==> src/rtl/score_keeper.sv <==
// score_keeper: per-frame score accumulator downstream of jumplogic.
// Once per video frame, the scrolled pixels are added to a residue.
// A subtract loop then turns that residue into points, one point per cycle.
// The score is a saturating 6-digit BCD value, and a high score is also kept.
// Optional feature macro: SCORE_HISCORE_EN. When it is defined, the high-score
// register, the compare logic and new_high are built. When it is undefined,
// hiscore_bcd and new_high are tied to zero.
module score_keeper #(
    parameter int PIX_PER_POINT = 8
) (
    input  logic        Clk,
    input  logic        Reset_n,
    input  logic        frame_clk,
    input  logic        refresh_en,
    input  logic [7:0]  displacement,
    input  logic        game_over,
    input  logic        new_game,
    output logic [23:0] score_bcd,
    output logic [23:0] hiscore_bcd,
    output logic        new_high,
    output logic        busy,
    output logic        over
);

    // PIX_PER_POINT is at most 255, so the residue never exceeds 254+255 = 509.
    localparam logic [8:0] PPP9 = 9'(PIX_PER_POINT);
    localparam logic [23:0] SCORE_MAX = 24'h999999;

    typedef enum logic [1:0] {
        PLAY   = 2'd0,
        UPDATE = 2'd1,
        OVER   = 2'd2
    } state_t;

    state_t      state_r;
    logic        frame_prev_r;
    logic [8:0]  residue_r;
    logic [23:0] score_r;
    logic        busy_r;
    logic        over_r;

    logic        tick_s;
    logic        step_s;
    logic [23:0] score_inc_s;

    // Add one to a 6-digit BCD value, with the carry rippling through every digit.
    // The value stops at 999999.
    function automatic logic [23:0] bcd_inc(input logic [23:0] v);
        logic [23:0] r;
        logic        carry;
        r     = v;
        carry = 1'b1;
        if (v == SCORE_MAX) begin
            r = v;
        end else begin
            for (int i = 0; i < 6; i++) begin
                if (carry) begin
                    if (v[i*4 +: 4] == 4'd9) begin
                        r[i*4 +: 4] = 4'd0;
                        carry       = 1'b1;
                    end else begin
                        r[i*4 +: 4] = v[i*4 +: 4] + 4'd1;
                        carry       = 1'b0;
                    end
                end else begin
                    r[i*4 +: 4] = v[i*4 +: 4];
                end
            end
        end
        return r;
    endfunction

    // Combinational helpers: frame edge detect, the subtract-loop condition and the next score.
    always_comb begin
        tick_s      = frame_clk & ~frame_prev_r;
        step_s      = (residue_r >= PPP9);
        score_inc_s = bcd_inc(score_r);
    end

`ifdef SCORE_HISCORE_EN
    logic [23:0] hiscore_r;
    logic        new_high_r;
    logic        higher_s;

    // An unsigned compare of valid BCD vectors matches the numeric order.
    always_comb begin
        higher_s = (score_r > hiscore_r);
    end
`endif

    // Main controller: frame sampling, residue and score update, and game-over handling.
    always_ff @(posedge Clk) begin
        if (!Reset_n) begin
            state_r      <= PLAY;
            frame_prev_r <= 1'b0;
            residue_r    <= 9'd0;
            score_r      <= 24'd0;
            busy_r       <= 1'b0;
            over_r       <= 1'b0;
`ifdef SCORE_HISCORE_EN
            hiscore_r    <= 24'd0;
            new_high_r   <= 1'b0;
`endif
        end else begin
            frame_prev_r <= frame_clk;
            case (state_r)
                PLAY, UPDATE: begin
                    if (game_over) begin
                        // Game over beats a pending tick or update step; any unspent residue is dropped.
                        state_r   <= OVER;
                        residue_r <= 9'd0;
                        busy_r    <= 1'b0;
                        over_r    <= 1'b1;
`ifdef SCORE_HISCORE_EN
                        if (higher_s) begin
                            hiscore_r  <= score_r;
                            new_high_r <= 1'b1;
                        end else begin
                            new_high_r <= 1'b0;
                        end
`endif
                    end else if (state_r == PLAY) begin
                        if (tick_s && refresh_en) begin
                            residue_r <= residue_r + {1'b0, displacement};
                            state_r   <= UPDATE;
                            busy_r    <= 1'b1;
                        end else begin
                            state_r   <= PLAY;
                        end
                    end else begin
                        // UPDATE: take one point per cycle. Once the score saturates, the
                        // residue still decrements and the increment is lost.
                        if (step_s) begin
                            residue_r <= residue_r - PPP9;
                            score_r   <= score_inc_s;
                        end else begin
                            state_r   <= PLAY;
                            busy_r    <= 1'b0;
                        end
                    end
                end
                OVER: begin
                    if (new_game && !game_over) begin
                        state_r    <= PLAY;
                        score_r    <= 24'd0;
                        residue_r  <= 9'd0;
                        over_r     <= 1'b0;
`ifdef SCORE_HISCORE_EN
                        new_high_r <= 1'b0;
`endif
                    end else begin
                        state_r    <= OVER;
                    end
                end
                default: begin
                    state_r   <= PLAY;
                    residue_r <= 9'd0;
                    busy_r    <= 1'b0;
                    over_r    <= 1'b0;
                end
            endcase
        end
    end

    assign score_bcd = score_r;
    assign busy      = busy_r;
    assign over      = over_r;

`ifdef SCORE_HISCORE_EN
    assign hiscore_bcd = hiscore_r;
    assign new_high    = new_high_r;
`else
    assign hiscore_bcd = 24'h000000;
    assign new_high    = 1'b0;
`endif

endmodule

==> config.mk <==
export PLATFORM = sky130hd
export DESIGN_NAME = score_keeper
export DESIGN_NICKNAME = d
export VERILOG_FILES = /design/src/rtl/score_keeper.sv
export SDC_FILE = /design/constraint.sdc
export NUM_CORES = 1
export LEC_CHECK = 0
export CAP_MARGIN = 10
export CELL_PAD_IN_SITES_DETAIL_PLACEMENT = 1
export CELL_PAD_IN_SITES_GLOBAL_PLACEMENT = 1
export CORE_MARGIN = 4
export CORE_UTILIZATION = 37
export CTS_BUF_LIST = sky130_fd_sc_hd__clkbuf_4 sky130_fd_sc_hd__clkbuf_8 sky130_fd_sc_hd__clkbuf_16
export DETAILED_ROUTE_END_ITERATION = 8
export PLACE_DENSITY = 0.92
export SYNTH_ARGS = -nofsm -noshare
export SYNTH_HDL_FRONTEND = slang
export SYNTH_SLANG_ARGS = --single-unit
==> constraint.sdc <==
create_clock -name Clk -period 3.4 [get_ports Clk]
set_clock_uncertainty 0.05 [all_clocks]
set_input_delay 1.02 -clock Clk [delete_from_list [all_inputs] [get_ports Clk]]
set_output_delay 1.02 -clock Clk [all_outputs]
set_load 0.02 [all_outputs]
==> results.sh <==
export IMPL_outcome="finished, final reports clean"
export IMPL_crit_start="displacement[0]"
export IMPL_grt_pass1_wl_um=14600
export IMPL_final_common_cell="clkdlybuf4s50_1"
export IMPL_vias=2913
export IMPL_synthFlopType="dfxtp_1"
export IMPL_utilization_pct=45.1
export IMPL_grt_max_degree=34
export IMPL_worstMarginPinSlew_ps=860
export IMPL_grt_met2_usage_pct=30.8
export IMPL_tritoncts="yes"
export IMPL_cts_buffers=5
export IMPL_portBuffers=39
export IMPL_synth_xor_area_share_pct=1.19
export IMPL_grt_met3_usage_pct=2.73
export IMPL_synth_area_mux_share_pct=2.72
export IMPL_routed_wl_um=8460
export IMPL_synth_top_family_by_area="simple AND/OR/NAND/NOR gates"
export IMPL_routed_via_density=5.73
export IMPL_dpl_hpwl_um=6270
export IMPL_nNetsFinal=445
export IMPL_max_cap_viol_count=0
export IMPL_cpMaxStageDelayCell="fa_1"
export IMPL_r2r_cells=7
export IMPL_drv_slew=0
export IMPL_rows=32
export IMPL_cts_buffer_depth=2
export IMPL_yosysUniqueCellTypes=60
export IMPL_cts_root_buf="clkbuf_8"
export IMPL_period_share_pct=86.8
export IMPL_fin_hold_ws_ps=428
export IMPL_r2r_end="score_bcd[12]"
export IMPL_min_path_type="reg -> reg"
export IMPL_synth_seq_cells=38
export IMPL_core_area_um2=7730
export IMPL_p_int_w=0.000820
export IMPL_die_y_um=97.1
export IMPL_syn_area_um2=2940
export IMPL_finalSetupTns_ps=0
export IMPL_synth_warnings=0
export IMPL_cp_max_fo=3
export IMPL_overflow=0
export IMPL_rsz0062_at_grt="no"
export IMPL_power_density_nw_per_um2=362
export IMPL_achievable_frequency_mhz=339
export IMPL_clock_power_share_pct=30.9
export IMPL_post_cts_resized=0
export IMPL_slowest_delay_ps=430
export IMPL_die_w_um=97.1
export IMPL_pin_count=65
export IMPL_setup_violations=0
export IMPL_met1_usage_pct=23.1
export IMPL_drive_gt1_share_pct=7.14
export IMPL_post_cts_setup_buffers=0
export IMPL_min_period_ps=2950
export IMPL_fin_cells=508
export IMPL_syn_inst=366
export IMPL_pwr_share_seq_pct=38.5
export IMPL_reg2reg_from="state_r[1]"
export IMPL_cts_sinks=38
export IMPL_crit_end="residue_r[4]"
export IMPL_grt_pass1_vias=3028
export IMPL_hold_buffers=0
export IMPL_synth_compound_area_share_pct=21.0
export IMPL_swShare_pct=35.1
export IMPL_cts_clk_slew_worst_paths_ps=80
export IMPL_area_growth_pct=18.5
export IMPL_crit_chain="clkdlybuf4s50_1 -> ha_1 -> fa_1 -> a211oi_1 -> o21ai_0 -> o32a_1 -> o41ai_1"
export IMPL_gp_congestion=0.801
export IMPL_grt_busiest_layer="met2"
export IMPL_antenna_found_initial=0
export IMPL_finalHoldViolCount=0
export IMPL_htree_levels=2
export IMPL_finalPower_w=0.00126
export IMPL_grt_usage_pct=18.1
export IMPL_ff2ff_setup_slack_ps=620
export IMPL_endpoint_kind="flip-flop"
export IMPL_diodes=0
export IMPL_drt_antenna_violating_nets=0
export IMPL_peakVddDrop_uv=157
export IMPL_setup_worst_path_class="in -> reg"
export IMPL_yosys_area_share_simple_pct=26.7
export IMPL_yosysSeqAreaShare_pct=25.9
export IMPL_power_switching_w=0.000442
export IMPL_layout_common_cells="39 x clkdlybuf4s50_1, 38 x dfxtp_1, 30 x nand2_1"
export IMPL_cp_start_kind="input port"
export IMPL_dpl_cell_count=500
export IMPL_leakagePower_nw=1.31
export IMPL_drcViolationCount=0
export IMPL_start_util_pct=38.1
export IMPL_slew_headroom_pct=41.9
export IMPL_clk_latency_ps=300
export IMPL_required_ps=3530
export IMPL_wl_per_cell_um=16.7
export IMPL_synth_async_sr_flop_share_pct=0
export IMPL_dr_first_iter_drc_count=152
export IMPL_dr_pass1_iters=4
export IMPL_pwr_share_comb_pct=30.6
export IMPL_avgSynthCellArea_um2=8.03
export IMPL_worstPathArrival_ps=3080
export IMPL_synth_edf_count=0
export IMPL_synth_fa_ha_area_share_pct=11.3
export IMPL_die_area_um2=9440
## synthesized netlist by cell type, drive strengths merged (4+ instances only)
master,number,area [um2]
dfxtp,38,761
nand2,30,113
buf,26,193
ha,25,313
nor2,25,93.8
inv,20,75.1
o21ai,20,100
a21oi,19,95.1
clkbuf,15,56.3
nand3,15,80.1
nor3,11,60.1
mux2i,8,80.1
nand4,7,43.8
nand2b,6,37.5
nand3b,6,45.0
nand4b,6,52.6
or4,6,45.0
nor4,5,31.3
o2bb2ai,5,43.8
o311ai,5,43.8
o2111ai,4,35.0
o211ai,4,30.0
o41ai,4,35.0
## per-stage QoR
step / area [um2] / setup WS [ps]
6_report: 3480 / 450
4_1_cts: 3480 / 497
5_1_grt: 3480 / 286
2_1_floorplan: 3030 / 806
3_3_place_gp: 3370 / 263
3_5_place_dp: 3370 / 200
## how the worst min path moves through the flow
stage                       from      endpoint  cells past startpoint
finish              residue_r[8]  residue_r[8]                      2
global route        residue_r[8]  residue_r[8]                      2
CTS                 residue_r[8]  residue_r[8]                      2
detailed placement  residue_r[8]  residue_r[8]                      2
global placement    residue_r[8]  residue_r[8]                      2
floorplan           residue_r[8]  residue_r[8]                      2
## cell type report
class	instances	area [um2]
Clock buffer	5	68.8
Multi-Input combinational cell	291	1950
Tap cell	102	128
Sequential cell	38	761
Clock inverter	3	40.0
Timing Repair Buffer	49	465
Inverter	20	75.1
Fill cell	928	4240
## state kept, by name, indices dropped and copies added, names as in the netlist
register / cells
busy: 1
frame_prev_r: 1
over: 1
residue_r: 9
score_bcd: 24
state_r: 2
## routing by layer
| layer | share of wire [%] | vias up | wire [um] |
|---|---|---|---|
| li1 | - | 1392 | - |
| met1 | 44 | 1412 | 3720 |
| met2 | 49 | 97 | 4110 |
| met3 | 6.0 | 12 | 505 |
| met4 | 1.6 | 0 | 135 |
| met5 | 0 | - | 0 |
## power by group through the flow
| stage | sequential, W | clock (W) | combinational [W] |
|---|---|---|---|
| finish | 0.000486 | 0.000390 | 0.000386 |
| detailed placement | 0.000496 | 0 | 0.000377 |
| global placement | 0.000494 | 0 | 0.000361 |
| floorplan | 0.000494 | 0 | 0.000284 |
| global route | 0.000490 | 0.000419 | 0.000426 |
| CTS | 0.000486 | 0.000396 | 0.000383 |
## cell families after synthesis
logic type,Yosys count
xor+xnor,4
simple gates,141
fa+ha+maj,26
other cells,1
mux,8
buf+inv,61
flops,38
compound gates,87
## critical path, delay by kind of cell
| kind | cells | cell delay [ps] |
|---|---|---|
| AO/OA/AOI/OAI | 4 | 1000 |
| adder cells (fa/ha/maj) | 2 | 660 |
| buffers and inverters | 1 | 400 |
Power figures use the tool's default switching activity.
